[src/rtl/apple_1_emu_loader.sv]
// ============================================================================
//  Module   : apple_1_emu_loader
//  Purpose  : Host byte-stream W/R/G command engine driving the Apple-I RAM
//             emulation port. Optional feature macro: LOADER_CHECKSUM_EN.
//  Revision : 1.0  initial release
// ============================================================================
`default_nettype none

module apple_1_emu_loader #(
    parameter logic [7:0] CMD_WRITE = 8'h57,
    parameter logic [7:0] CMD_READ  = 8'h52,
    parameter logic [7:0] CMD_GO    = 8'h47,
    parameter logic [7:0] RSP_ACK   = 8'h06,
    parameter logic [7:0] RSP_NAK   = 8'h15
) (
    input  logic        clk,
    input  logic        reset,
    input  logic        rx_valid,
    input  logic [7:0]  rx_data,
    output logic        rx_ready,
    output logic        tx_valid,
    output logic [7:0]  tx_data,
    input  logic        tx_ready,
    output logic        emu_en,
    output logic        emu_clk,
    output logic [14:0] emu_addr,
    output logic        emu_we,
    output logic [7:0]  emu_di,
    input  logic [7:0]  emu_do
);

    typedef enum logic [3:0] {
        ST_IDLE      = 4'd0,
        ST_ADDR_H    = 4'd1,
        ST_ADDR_L    = 4'd2,
        ST_LEN       = 4'd3,
        ST_DATA      = 4'd4,
        ST_WR_SETUP  = 4'd5,
        ST_WR_STROBE = 4'd6,
        ST_RD_SETUP  = 4'd7,
        ST_RD_STROBE = 4'd8,
        ST_RD_SAMPLE = 4'd9,
        ST_TX        = 4'd10,
        ST_RESP      = 4'd11
`ifdef LOADER_CHECKSUM_EN
        ,
        ST_CHK       = 4'd12,
        ST_TX_CHK    = 4'd13
`endif
    } state_t;

    state_t      r_state,    w_state_nxt;
    logic        r_rx_ready, w_rx_ready_nxt;
    logic        r_tx_valid, w_tx_valid_nxt;
    logic [7:0]  r_tx_data,  w_tx_data_nxt;
    logic        r_emu_en,   w_emu_en_nxt;
    logic        r_emu_clk,  w_emu_clk_nxt;
    logic [14:0] r_addr,     w_addr_nxt;
    logic        r_emu_we,   w_emu_we_nxt;
    logic [7:0]  r_emu_di,   w_emu_di_nxt;
    logic [8:0]  r_cnt,      w_cnt_nxt;
    logic        r_is_read,  w_is_read_nxt;
`ifdef LOADER_CHECKSUM_EN
    logic [7:0]  r_sum,      w_sum_nxt;
`endif

    logic w_rx_fire;
    logic w_tx_fire;
    logic w_last;

    assign w_rx_fire = rx_valid & r_rx_ready;
    assign w_tx_fire = r_tx_valid & tx_ready;
    assign w_last    = (r_cnt == 9'd1);

    always_comb begin
        w_state_nxt    = r_state;
        w_tx_valid_nxt = r_tx_valid;
        w_tx_data_nxt  = r_tx_data;
        w_emu_en_nxt   = r_emu_en;
        w_emu_clk_nxt  = 1'b0;
        w_addr_nxt     = r_addr;
        w_emu_we_nxt   = r_emu_we;
        w_emu_di_nxt   = r_emu_di;
        w_cnt_nxt      = r_cnt;
        w_is_read_nxt  = r_is_read;
`ifdef LOADER_CHECKSUM_EN
        w_sum_nxt      = r_sum;
`endif
        case (r_state)
            ST_IDLE: begin
                if (w_rx_fire) begin
                    if (rx_data == CMD_WRITE || rx_data == CMD_READ) begin
                        w_emu_en_nxt  = 1'b1;
                        w_is_read_nxt = (rx_data == CMD_READ);
                        w_state_nxt   = ST_ADDR_H;
                    end else begin
                        if (rx_data == CMD_GO) begin
                            w_emu_en_nxt = 1'b0;
                        end
                        w_tx_valid_nxt = 1'b1;
                        w_tx_data_nxt  = (rx_data == CMD_GO) ? RSP_ACK : RSP_NAK;
                        w_state_nxt    = ST_RESP;
                    end
                end
            end
            ST_ADDR_H: begin
                if (w_rx_fire) begin
                    w_addr_nxt[14:8] = rx_data[6:0];
                    w_state_nxt      = ST_ADDR_L;
                end
            end
            ST_ADDR_L: begin
                if (w_rx_fire) begin
                    w_addr_nxt[7:0] = rx_data;
                    w_state_nxt     = ST_LEN;
                end
            end
            ST_LEN: begin
                if (w_rx_fire) begin
                    // A zero length byte encodes a full 256-byte block
                    w_cnt_nxt   = (rx_data == 8'd0) ? 9'd256 : {1'b0, rx_data};
`ifdef LOADER_CHECKSUM_EN
                    w_sum_nxt   = 8'd0;
`endif
                    w_state_nxt = r_is_read ? ST_RD_SETUP : ST_DATA;
                end
            end
            ST_DATA: begin
                if (w_rx_fire) begin
                    w_emu_di_nxt = rx_data;
                    w_emu_we_nxt = 1'b1;
`ifdef LOADER_CHECKSUM_EN
                    w_sum_nxt    = r_sum + rx_data;
`endif
                    w_state_nxt  = ST_WR_SETUP;
                end
            end
            ST_WR_SETUP: begin
                w_emu_clk_nxt = 1'b1;
                w_state_nxt   = ST_WR_STROBE;
            end
            ST_WR_STROBE: begin
                w_emu_we_nxt = 1'b0;
                w_addr_nxt   = r_addr + 15'd1;
                w_cnt_nxt    = r_cnt - 9'd1;
                if (!w_last) begin
                    w_state_nxt = ST_DATA;
                end else begin
`ifdef LOADER_CHECKSUM_EN
                    w_state_nxt    = ST_CHK;
`else
                    w_tx_valid_nxt = 1'b1;
                    w_tx_data_nxt  = RSP_ACK;
                    w_state_nxt    = ST_RESP;
`endif
                end
            end
`ifdef LOADER_CHECKSUM_EN
            ST_CHK: begin
                if (w_rx_fire) begin
                    w_tx_valid_nxt = 1'b1;
                    w_tx_data_nxt  = (rx_data == r_sum) ? RSP_ACK : RSP_NAK;
                    w_state_nxt    = ST_RESP;
                end
            end
            ST_TX_CHK: begin
                if (w_tx_fire) begin
                    w_tx_data_nxt = RSP_ACK;
                    w_state_nxt   = ST_RESP;
                end
            end
`endif
            ST_RD_SETUP: begin
                w_emu_clk_nxt = 1'b1;
                w_emu_we_nxt  = 1'b0;
                w_state_nxt   = ST_RD_STROBE;
            end
            ST_RD_STROBE: begin
                w_state_nxt = ST_RD_SAMPLE;
            end
            ST_RD_SAMPLE: begin
                w_tx_data_nxt  = emu_do;
                w_tx_valid_nxt = 1'b1;
`ifdef LOADER_CHECKSUM_EN
                w_sum_nxt      = r_sum + emu_do;
`endif
                w_state_nxt    = ST_TX;
            end
            ST_TX: begin
                if (w_tx_fire) begin
                    w_addr_nxt = r_addr + 15'd1;
                    w_cnt_nxt  = r_cnt - 9'd1;
                    if (!w_last) begin
                        w_tx_valid_nxt = 1'b0;
                        w_state_nxt    = ST_RD_SETUP;
                    end else begin
`ifdef LOADER_CHECKSUM_EN
                        w_tx_data_nxt = r_sum;
                        w_state_nxt   = ST_TX_CHK;
`else
                        w_tx_data_nxt = RSP_ACK;
                        w_state_nxt   = ST_RESP;
`endif
                    end
                end
            end
            ST_RESP: begin
                if (w_tx_fire) begin
                    w_tx_valid_nxt = 1'b0;
                    w_state_nxt    = ST_IDLE;
                end
            end
            default: begin
                w_state_nxt = ST_IDLE;
            end
        endcase

        // rx_ready is registered, so it is decoded from the state being entered
        w_rx_ready_nxt = (w_state_nxt == ST_IDLE)   || (w_state_nxt == ST_ADDR_H) ||
                         (w_state_nxt == ST_ADDR_L) || (w_state_nxt == ST_LEN)    ||
`ifdef LOADER_CHECKSUM_EN
                         (w_state_nxt == ST_CHK)    ||
`endif
                         (w_state_nxt == ST_DATA);
    end

    always_ff @(posedge clk or negedge reset) begin
        if (!reset) begin
            r_state    <= ST_IDLE;
            r_rx_ready <= 1'b0;
            r_tx_valid <= 1'b0;
            r_tx_data  <= 8'd0;
            r_emu_en   <= 1'b0;
            r_emu_clk  <= 1'b0;
            r_addr     <= 15'd0;
            r_emu_we   <= 1'b0;
            r_emu_di   <= 8'd0;
            r_cnt      <= 9'd0;
            r_is_read  <= 1'b0;
`ifdef LOADER_CHECKSUM_EN
            r_sum      <= 8'd0;
`endif
        end else begin
            r_state    <= w_state_nxt;
            r_rx_ready <= w_rx_ready_nxt;
            r_tx_valid <= w_tx_valid_nxt;
            r_tx_data  <= w_tx_data_nxt;
            r_emu_en   <= w_emu_en_nxt;
            r_emu_clk  <= w_emu_clk_nxt;
            r_addr     <= w_addr_nxt;
            r_emu_we   <= w_emu_we_nxt;
            r_emu_di   <= w_emu_di_nxt;
            r_cnt      <= w_cnt_nxt;
            r_is_read  <= w_is_read_nxt;
`ifdef LOADER_CHECKSUM_EN
            r_sum      <= w_sum_nxt;
`endif
        end
    end

    assign rx_ready = r_rx_ready;
    assign tx_valid = r_tx_valid;
    assign tx_data  = r_tx_data;
    assign emu_en   = r_emu_en;
    assign emu_clk  = r_emu_clk;
    assign emu_addr = r_addr;
    assign emu_we   = r_emu_we;
    assign emu_di   = r_emu_di;

endmodule

`default_nettype wire

[config.mk]
export PLATFORM = sky130hd
export DESIGN_NAME = apple_1_emu_loader
export DESIGN_NICKNAME = d
export VERILOG_FILES = /design/src/rtl/apple_1_emu_loader.sv
export SDC_FILE = /design/constraint.sdc
export NUM_CORES = 1
export LEC_CHECK = 0
export BUFFER_PORTS_ARGS = -buffer_cell sky130_fd_sc_hd__clkbuf_2
export CORE_MARGIN = 2
export CORE_UTILIZATION = 45
export DETAILED_ROUTE_END_ITERATION = 6
export PLACE_DENSITY_LB_ADDON = 0.1
export SYNTH_ARGS = -nofsm -noshare
export SYNTH_HDL_FRONTEND = slang
export SYNTH_SLANG_ARGS = --single-unit
[constraint.sdc]
create_clock -name clk -period 4.8 [get_ports clk]
set_input_delay 0.48 -clock clk [delete_from_list [all_inputs] [get_ports clk]]
set_output_delay 0.48 -clock clk [all_outputs]
set_load 0.01 [all_outputs]
* Yosys cells after proc, flatten, opt, wreduce, memory -nomap -nowiden
Index checks and enable logic that the tools add are counted.
Cells by class: bitwise gates (word level) 2, equality and inequality tests 29, mux-type cells 39, reduce and logical (&&, ||, !) cells 26, add/subtract/negate cells 2
Operators with widths (count):
- 4-bit one-hot mux with 12 select lines | 1
- 4-bit two-way mux | 10
- 8-bit two-way mux | 5
- 8-bit one-hot mux with 4 select lines | 1
- 9-bit two-way mux | 3
- 9-bit one-hot mux with 3 select lines | 1
- 8-bit by 7-bit equality test with 1-bit output, second input constant | 3
- 8-bit one-hot mux with 3 select lines | 1
- 7-bit one-hot mux with 3 select lines | 1
- 4-bit by 3-bit equality test with 1-bit output, second input constant | 5
- 2-bit inequality test, second input constant | 10
- 4-bit by 2-bit equality test with 1-bit output, second input constant | 4
- 4-bit equality test, second input constant | 4
- 15-bit by 1-bit adder with 15-bit output, second input constant | 1
- 15-bit two-way mux | 1
- 3-bit AND reduction | 5
- 1-bit two-way mux | 10
- 9-bit by 1-bit equality test with 1-bit output, second input constant | 1
- 3-bit nonzero test | 3
- 9-bit by 1-bit subtractor with 9-bit output, second input constant | 1
- 4-bit by 1-bit equality test with 1-bit output, second input constant | 2
- 4-bit logical NOT | 2
- 8-bit logical NOT | 1
- 7-bit two-way mux | 1
- 13 further kinds | 21
Storage, ports and cells: output and inout bits 36, input port bits 20, register bits after elaboration 50

* Logic depth before layout (Yosys ltp)
Gate-level depths: netlist of run 1.
word-level depth 10, gate-level depth with buffers 8

* Worst setup path before layout of run 1
OpenSTA, ideal clock, no wires.
kind input -> register, from input rx_data[3], to register r_rx_ready (netlist: rx_ready), cell stages on the path 6, library setup time 0.082 ns, setup slack 2.793 ns, arrival 1.925 ns, cells stage by stage or3_1 > buf_6 > nor3_4 > o221ai_2 > or4_1 > o22ai_1
Between the ends: word-level cells in the longest chain between the ends 10
RTL lines:
- start, declared | RTL line 19 | input logic [7:0] rx_data,
- 8-bit by 7-bit equality test with 1-bit output | RTL line 92 | if (rx_data == CMD_WRITE || rx_data == CMD_READ) begin
- 1-bit logical OR * | RTL line 92
- 4-bit two-way mux * | RTL line 92
- 4-bit two-way mux * | RTL line 91 | if (w_rx_fire) begin
- 4-bit one-hot mux with 12 select lines * | RTL line 89 | case (r_state)
- named net w_state_nxt[3] | RTL line 52 | state_t r_state, w_state_nxt;
- 4-bit by 1-bit equality test with 1-bit output / 4-bit logical NOT (equally long branches) | RTL line 219 | w_rx_ready_nxt = (w_state_nxt == ST_IDLE) || (w_state_nxt == ST_ADDR_H) ||
- 1-bit logical OR (2 in a row) | RTL line 219
- 1-bit logical OR | RTL line 220 | (w_state_nxt == ST_ADDR_L) || (w_state_nxt == ST_LEN) ||
- 1-bit logical OR * | RTL line 219
- named net w_rx_ready_nxt | RTL line 53 | logic r_rx_ready, w_rx_ready_nxt;
- end signal, assigned | RTL line 245 | r_rx_ready <= w_rx_ready_nxt;
- end, declared | RTL line 53
Mark *: on every way through the listed nets, which the timed path passes. The rest lies on a longest branch. A chain may end at the register's enable or synchronous reset.

* Worst setup path in the final report of run 1
from register r_state[3], to register r_rx_ready (netlist: rx_ready)
Between the ends: word-level cells in the longest chain between the ends 7
RTL lines:
- start, declared | RTL line 52
- start signal, assigned | RTL line 244 | r_state <= w_state_nxt;
- 4-bit equality test, or another cell as far along | RTL line 89
- 4-bit one-hot mux with 12 select lines * | RTL line 89
- named net w_state_nxt[3] | RTL line 52
- 4-bit by 1-bit equality test with 1-bit output / 4-bit logical NOT (equally long branches) | RTL line 219
- 1-bit logical OR (2 in a row) | RTL line 219
- 1-bit logical OR | RTL line 220
- 1-bit logical OR * | RTL line 219
- named net w_rx_ready_nxt | RTL line 53
Marks and branches as above.

==> results of run 1 <==
[registers in the layout, indices dropped and copies added, names as in the netlist]
name	flops
emu_addr	15
r_cnt	9
emu_di	8
tx_data	8
r_state	4
emu_clk	1
emu_en	1
emu_we	1
r_is_read	1
rx_ready	1
tx_valid	1
[layout make-up]
type	instances	area [um^2]
Clock buffer	8	110.1
Fill cell	626	2983
Timing Repair Buffer	58	297.8
Sequential cell	50	1251
Tap cell	77	96.34
Multi-Input combinational cell	250	1520
Inverter	5	18.77
[report_power, final]
group          switching [W]  internal [W]  leakage (nW)
clock               0.000141      0.000146        0.0575
sequential                 0      0.000421         0.673
combinational      0.0000240     0.0000106         0.790
[logic make-up after synthesis]
logic type / after synthesis / share of synthesized area [%]
buffers and inverters: 27 / 4.242
and+or+nand+nor: 130 / 22.86
AOI/OAI and AO/OA: 104 / 23.42
DFF: 50 / 43.29
adders and majority gates: 3 / 1.299
xor gates and xnor gates: 1 / 0.3031
muxes: 12 / 4.589
[through the flow]
stage | setup slack [ns] | instance area, um^2 | total power, W
floorplan | 2.793 | 2890 | 0.0004420
global placement | 2.379 | 3184 | 0.0004647
detailed placement | 2.365 | 3184 | 0.0004646
CTS | 2.345 | 3294 | 0.0007522
global route | 2.068 | 3294 | 0.0007716
finish | 2.320 | 3294 | 0.0007426
[path summary, 6_finish.rpt]
| check | from | end | slack [ns] | depth (start not counted) |
|---|---|---|---|---|
| worst min-delay path | reset | emu_we | 0.28 | 2 |
| max in group asynchronous | reset | tx_data[1] | 4.07 | 2 |
| worst max-delay path | r_state[3] | rx_ready | 2.32 | 5 |
| worst max register to register | r_state[3] | rx_ready | 2.32 | 5 |
| worst min register to register | emu_we | emu_we | 0.49 | 2 |
| min in group clk | emu_do[4] | tx_data[4] | 0.39 | 3 |
[cells in the mapped netlist, types with 2 or more instances]
master and number:
o21ai_0 31, o32a_1 2, o41ai_1 2, nor2b_1 6, mux2i_1 2, nand4b_1 2
dfrtp_1 50, a2bb2oi_1 4, or3_1 5, and3_1 3, o21ai_1 2, a21oi_1 23
a32oi_1 2, clkbuf_1 13, a22o_1 6, nor2_1 37, nor3b_1 3, a211oi_1 2
a31oi_1 6, and4_1 2, buf_2 5, o22a_1 8, o22ai_1 3, mux2_2 10
inv_1 5, a21o_1 3, and2_1 2, nor4_1 7, ha_1 3, nand2_1 23
or4_1 2, nand4_1 4, a22oi_1 2, nand3_1 13, nand2b_1 5, buf_4 2
nor3_1 13
[layer usage]
layer	track usage, %	up-vias
li1	-	1300
met1	29.70	1293
met2	33.12	73
met3	3.540	12
met4	8.211	0
met5	0	-
[cell usage in the layout (no fill, tap or decap), types with 3 or more instances in the layout]
cell and n:
nand4_1 4, o21ai_0 31, nand2_1 23, and3_1 3
a21o_1 3, a31oi_1 6, a2bb2oi_1 4, nor3_1 13
or3_1 5, o22a_1 8, nor4_1 7, buf_4 3
a21oi_1 23, clkbuf_2 55, ha_1 3, dfrtp_1 50
inv_1 5, mux2_2 10, o22ai_1 3, nand3_1 13
nor2b_1 6, a22o_1 6, clkbuf_8 8, nand2b_1 5
nor3b_1 3, nor2_1 37
[critical path, stage by stage, from the launching register on]
cell      delay (ns)
dfrtp_1         0.65
nor2b_1         0.20
o21ai_2         0.70
o221ai_2        0.20
or4_1           0.54
o22ai_1         0.13
==> results.md, run 1 <==
* Status: finished clean
* Critical path capture point type: flip-flop
* Main synth FF type: dfrtp_1
* GPL Wtd Cong at 0.9418
* Power density over cell area at 225.4 nW/um^2
* Hold crit path type: in2async
* Met1 Wirelength at 3317 um
* CP Data Arrival Time at 2.70 ns
* Register area share after synthesis at 43.29%
* Setup Crit Path Kind: reg2reg
* Layout cell share with drive strength beyond 1 at 21.83%
* Global-route wire length before repair at 12240 um
* Final setup fails at 0
* GRT overflow at 0
* Port bufs at 55
* Hpwl dp at 5144 um
* Ports at 56
* Placed Cells at 440
* Yosys Warn Count at 0
* Highest routed metal layer: met4
* Maximum VDD drop at 0.1329 mV
* Worst slew margin at 33.19%
* Die ar. at 7080 um^2
* Routed vias/inst at 5.978
* Drt total wl at 7213 um
* Detail Route Antenna Nets at 0
* Fin Clk Skew at 0.003629 ns
* CP max FO at 21
* Synth cell types at 51
* Vias in the first global route at 2527
* Final non-filler cell total at 448
* Final net count at 393
* Worst skew pair latency at 0.30 ns
* Post-synth EDFFs at 0
* Setup_tns at 0 ns
* Worst-Margin Slew at 0.9955 ns
* Syn avg cell area at 8.839 um^2
* Initial antenna violation count at 0
* Max Clk Rate at 403.2 MHz
* CTS Root Cell: clkbuf_8
* Ant. Diodes at 0
* FF+latch count, synth at 50
* Crit start category: flip-flop
* Area growth from synthesis to layout at 13.98%
* Vias at 2678
* Asr flop ratio synth at 100.0%
* Synth Net Count at 350
* Required @ worst endpoint at 5.02 ns
* Leak pwr at 1.520 nW
* Hold Buf Count CTS at 0
* Top post-synthesis cells by area: dfrtp_1, o21ai_0, nor2_1
* DRT Pass-1 Iters at 4
* Final Critical Period at 2.480 ns
* Met3 routed WL at 396 um
* Fin util at 52.48%
* Core area at 6277 um^2
* CTS resizes at 0
* Cells after Synth at 327
* CTS tree: yes
* Residual DRC count at 0
* Slew Limit Fails at 0
* 1st-iter DRT viols at 135
* Die height at 84.14 um
* Final Hold Violating Endpoints at 0
* Gr usage total at 21.22%
* WL met2 at 3372 um
* Max-Cap Viols at 0
* RSZ-0062 raised after global routing: false
* Clock buffer count from CTS at 5
* Fin Hold WS at 0.2781 ns
* Die W at 84.14 um
* CTS Sinks at 50
* Clock-pin slew on the worst setup and hold paths at 0.09 ns
* Post-CTS Setup Bufs at 0
* Initial Utilization at 46.04%
* Synth area leader: dfrtp_1
* Routed WL per cell at 16.10 um
* Largest net degree at the start of global routing at 51
* Fin crit share at 51.67%
* H-Tree Depth at 2
* Clk buf depth at 2
* Mapped cell area at 2890 um^2
* Top cell type's share of synthesized area at 43.29%
* Rows at 29
(Power assumes the default switching activity.)
==> run 2, diff against run 1 <==
==> constraint.sdc (replaced) <==
create_clock -name clk -period 2.5 [get_ports clk]
set_input_delay 0.25 -clock clk [delete_from_list [all_inputs] [get_ports clk]]
set_output_delay 0.25 -clock clk [all_outputs]
set_load 0.01 [all_outputs]
==> run 2 against run 1 <==
Clock power rose by 98%. Largest power group unchanged. Largest cell class unchanged. Via count fell by 0.52%. Maximum frequency rose by 13%.
==> results.md, run 2 (synthesis results as in run 1) <==
* Final WS setup at 0.3033 ns
* Fin crit share at 87.87%
* Reg2Reg Depth at 5
* Critical path capture point type: flip-flop
* Reg2reg end: tx_data[1]
* Slew Limit Fails at 0
* CP Cell Sequence: nor4_1 -> nand4b_1 -> a22o_1 -> or2_2 -> a22o_1
* Fin Clk Skew at 0.004731 ns
* Die height at 84.14 um
* Final Hold Violating Endpoints at 0
* Final net count at 398
* Worst slew margin at 63.86%
* Max Clk Rate at 455.2 MHz
* CP max FO at 6
* Switching share of power at 21.78%
* Hold crit path type: in2reg
* Clock buffer count from CTS at 5
* Clock-pin slew on the worst setup and hold paths at 0.09 ns
* DP Worst Slack at 0.3462 ns
* CTS tree: yes
* GPL Wtd Cong at 0.9788
* R2R Path Start: r_cnt[2]
* Die W at 84.14 um
* Global-route wire length before repair at 12400 um
* Die ar. at 7080 um^2
* H-Tree Depth at 2
* Leak pwr at 1.543 nW
* Seq pwr share at 56.0%
* Hold EP: tx_data[4]
* Slowest stage delay, CP at 0.46 ns
* Initial Utilization at 46.04%
* Hpwl dp at 5210 um
* Setup_tns at 0 ns
* Worst skew pair latency at 0.29 ns
* GRT overflow at 0
* Vias in the first global route at 2427
* Cell area after layout at 3347 um^2
* Port bufs at 55
* Largest net degree at the start of global routing at 42
* Slowest CP cell: nor4_1
* Final setup fails at 0
* RSZ-0062 raised after global routing: false
* Largest register FFs at 15
* DRT Pass-1 Iters at 4
* Placed Instance Area at 3227 um^2
* Worst-Margin Slew at 0.5422 ns
* Gr usage total at 21.37%
* CTS Root Cell: clkbuf_8
* Maximum VDD drop at 0.2601 mV
* Clk buf depth at 2
* 1st-iter DRT viols at 161
* Required @ worst endpoint at 2.69 ns
* Rows at 29
* Drt total wl at 7328 um
* Internal power at 0.001128 W
* Fin Hold WS at 0.1692 ns
* Slack of the worst reg-to-reg path at 0.30 ns
* Worst path most repeated cell: a22o_1
* Combinational power share at 4.7%
* Detail Route Antenna Nets at 0
* Crit start category: flip-flop
* Final Critical Period at 2.197 ns
* CP Data Arrival Time at 2.39 ns
* Core area at 6277 um^2
* Hold path start: emu_do[4]
* Ant. Diodes at 0
* Worst hold path cell count at 3
* Area growth from synthesis to layout at 15.80%
* Ports at 56
* Most frequent cells in the layout: clkbuf_2, dfrtp_1, nor2_1, o21ai_0
* Status: finished clean
* CTS resizes at 0
* Most common cell after layout, fill and taps aside: clkbuf_2
* Routed WL per cell at 16.18 um
* Routed vias/inst at 5.881
* Setup Crit Path Kind: reg2reg
* Vias at 2664
* Layout cell share with drive strength beyond 1 at 22.34%
* CTS Sinks at 50
* Initial antenna violation count at 0
* Clock Power Share at 39.3%
* Power density over cell area at 431.0 nW/um^2
* Residual DRC count at 0
* Max-Cap Viols at 0
* Sw power at 0.0003142 W
-- run 2: cell count changes in the layout (fill, tap and decap cells not counted) --
cell / delta
clkinvlp_4: +1
buf_4: +3
clkbuf_1: +1
bufinv_16: +1
dlygate4sd3_1: +1
clkbuf_8: -3
buf_12: +1
-- run 2: cell type report --
| type | count | area, um^2 |
|---|---|---|
| fillers | 612 | 2930 |
| multi-input cells | 250 | 1520 |
| flip-flops and latches | 50 | 1251 |
| repair buffers | 63 | 350.3 |
| well taps | 77 | 96.34 |
| clock buffers | 6 | 72.57 |
| clock inverters | 2 | 37.54 |
| inverters | 5 | 18.77 |
-- run 2: worst max path at each step --
stage	from	slack (ns)	end	depth (start not counted)
global placement	r_cnt[2]	0.39	tx_valid	5
detailed placement	r_cnt[2]	0.35	tx_data[1]	5
global route	r_cnt[2]	0.15	tx_valid	5
floorplan	r_state[3]	0.64	tx_data[1]	7
CTS	r_cnt[2]	0.33	tx_data[1]	5
finish	r_cnt[2]	0.30	tx_data[1]	5
-- run 2: power groups by stage --
| stage | Clock, W | Combinational, W | Sequential (W) |
|---|---|---|---|
| 2_1_floorplan | 0 | 0.0000244 | 0.000824 |
| 3_5_place_dp | 0 | 0.0000686 | 0.000824 |
| 5_1_grt | 0.000616 | 0.0000773 | 0.000808 |
| 6_report | 0.000567 | 0.0000675 | 0.000808 |
| 4_1_cts | 0.000591 | 0.0000700 | 0.000808 |
| 3_3_place_gp | 0 | 0.0000685 | 0.000824 |
-- run 2: what timing repair did --
action | 4_1_cts | 5_1_grt
hold buffers | 1 | 0
buffers inserted | 0 | 0
endpoints found under the setup margin | 0 | 0
hold endpoints to repair | 19 | 0
-- run 2: metrics by stage --
step,power [W],util [%],cells
floorplan,0.0008487,-,327
global placement,0.0008925,51.41,444
detailed placement,0.0008927,51.41,444
CTS,0.001469,53.32,453
global route,0.001501,53.32,453
finish,0.001442,53.32,453
-- run 2: per-layer routing --
| layer | vias to the layer above | routed length (um) | GRT usage (%) |
|---|---|---|---|
| li1 | 1313 | - | - |
| met1 | 1273 | 3420 | 31.79 |
| met2 | 69 | 3443 | 32.25 |
| met3 | 9 | 354 | 3.343 |
| met4 | 0 | 109 | 6.598 |
| met5 | - | 0 | 0 |
-- run 2: critical path: cells and delay by family, from the launching register on --
kind	cells	cell delay [ns]
flops	1	0.44
simple gates	3	1.11
compound gates	2	0.55
==> run 3, diff against run 2 <==
--- a/config.mk
+++ b/config.mk
@@ -10,6 +10,7 @@
 export CORE_UTILIZATION = 45
 export DETAILED_ROUTE_END_ITERATION = 6
 export PLACE_DENSITY_LB_ADDON = 0.1
+export RECOVER_POWER = 100
 export SYNTH_ARGS = -nofsm -noshare
 export SYNTH_HDL_FRONTEND = slang
 export SYNTH_SLANG_ARGS = --single-unit
==> run 3 against run 2 <==
Global-route usage did not move. Design area decreased by 1.6%. Sequential share of layout area up 0.60 points. Sequential power is essentially flat. Critical path depth is 1 higher. Wire length is 0.45% higher. Via count rose by 0.98%. Largest power group unchanged. Highest routed layer unchanged.
==> results.md, run 3 (synthesis results as in run 1) <==
* Status: finished clean
* Max Clk Rate at 459.6 MHz
* Initial Utilization at 46.04%
* Final net count at 398
* Max-Cap Viols at 0
* Ports at 56
* Worst-Margin Slew at 1.165 ns
* Gr usage total at 21.37%
* Die height at 84.14 um
* Reg2Reg Depth at 6
* Detail Route Antenna Nets at 0
* Reg2reg end: rx_ready
* CP Data Arrival Time at 2.40 ns
* Hold EP: tx_data[4]
* Core area at 6277 um^2
* Required @ worst endpoint at 2.72 ns
* Final WS setup at 0.3244 ns
* Routed WL per cell at 16.25 um
* CTS Root Cell: clkbuf_8
* Setup Crit Path Kind: reg2reg
* Post-CTS Setup Bufs at 0
* Port bufs at 55
* Power density over cell area at 438.1 nW/um^2
* Worst skew pair latency at 0.30 ns
* Final non-filler cell total at 453
* Total Power at 0.001443 W
* CP max FO at 41
* Largest net degree at the start of global routing at 42
* Area growth from synthesis to layout at 13.98%
* Hold path start: emu_do[4]
* Slack of the worst reg-to-reg path at 0.32 ns
* Slowest CP cell: dfrtp_1
* Crit start category: flip-flop
* Layout cell share with drive strength beyond 1 at 12.23%
* Critical path buffers and inverters at 1
* Residual DRC count at 0
* Final Hold Violating Endpoints at 0
* Placed Cells at 444
* Fillcell total at 637
* GPL Wtd Cong at 0.9788
* 1st-iter DRT viols at 174
* CTS Sinks at 50
* H-Tree Depth at 2
* CP Cell Sequence: nor2b_1 -> o21ai_2 -> buf_12 -> o221ai_1 -> or4_1 -> o22ai_1
* Leak pwr at 1.416 nW
* CP delay by family, top: simple AND/OR/NAND/NOR gates
* Hold Buf Count CTS at 1
* Most frequent cells in the layout: dfrtp_1, clkbuf_1, nor2_1, o21ai_0
* Hold crit path type: in2reg
* Largest register FFs at 15
* Worst slew margin at 22.35%
* Routed vias/inst at 5.938
* DP Worst Slack at 0.3462 ns
* Fin Hold WS at 0.1665 ns
* CTS resizes at 0
* Clock-pin slew on the worst setup and hold paths at 0.09 ns
* Setup_tns at 0 ns
* R2R Path Start: r_state[2]
* Rows at 29
* CTS tree: yes
* Fin Clk Skew at 0.006064 ns
* Worst hold path cell count at 3
* RSZ-0062 raised after global routing: false
* Levels on crit path at 6
* Global-route wire length before repair at 12400 um
* Drt total wl at 7361 um
* Initial antenna violation count at 0
* Die W at 84.14 um
* Slew Limit Fails at 0
* Final Critical Period at 2.176 ns
* Most common cell after layout, fill and taps aside: dfrtp_1
* Fin crit share at 87.02%
* DRT Pass-1 Iters at 4
* Final setup fails at 0
* Vias in the first global route at 2427
* Slowest stage delay, CP at 0.54 ns
* GRT overflow at 0
* Hpwl dp at 5210 um
* Critical path capture point type: flip-flop
* Die ar. at 7080 um^2
* Ant. Diodes at 0
* Vias at 2690
* Clk buf depth at 2
* Clock buffer count from CTS at 5
* Maximum VDD drop at 0.2608 mV
==> run 3: changes by cell type in the layout (fill, tap and decap cells not counted) <==
| cell | delta |
|---|---|
| clkbuf_1 | +37 |
| clkbuf_2 | -37 |
| and2_0 | +1 |
| and2_1 | -1 |
| o221ai_1 | +1 |
| o221ai_2 | -1 |
==> run 3: where the power goes <==
group          internal (W)  switching [W]   total, W
Combinational     0.0000212      0.0000458  0.0000670
Sequential         0.000808              0   0.000808
Clock              0.000299       0.000269   0.000568
==> run 3: worst register-to-register path: cells and delay by family (launching register included) <==
| kind | cells | cell delay, ns |
|---|---|---|
| buffers and inverters | 1 | 0.22 |
| and+or+nand+nor | 2 | 0.81 |
| DFF | 1 | 0.54 |
| AOI/OAI and AO/OA | 3 | 0.53 |
==> run 3: final cells by class <==
type	count	area [um^2]	share of cell area (%)
well taps	77	96.34	2.924
multi-input cells	250	1514	45.96
inverters	5	18.77	0.5697
flip-flops and latches	50	1251	37.98
clock buffers	6	72.57	2.203
repair buffers	63	304.0	9.229
clock inverters	2	37.54	1.139
==> run 3: routing by layer <==
layer	part of all wire (%)	track usage [%]
met5	0	0
met4	1.5	6.598
met3	5.6	3.343
met2	47	32.25
met1	46	31.79
==> run 3: worst max path at each step <==
stage	slack [ns]	start	to
6_report	0.32	r_state[2]	rx_ready
5_1_grt	0.11	r_state[2]	rx_ready
4_1_cts	0.33	r_cnt[2]	tx_data[1]
3_5_place_dp	0.35	r_cnt[2]	tx_data[1]
3_3_place_gp	0.39	r_cnt[2]	tx_valid
2_1_floorplan	0.64	r_state[3]	tx_data[1]
==> run 3: metrics by stage <==
stage | util, % | instance area, um^2
after CTS | 53.32 | 3347
after floorplan | - | 2890
after detailed placement | 51.41 | 3227
final | 52.48 | 3294
after global routing | 52.48 | 3294
after global placement | 51.41 | 3227
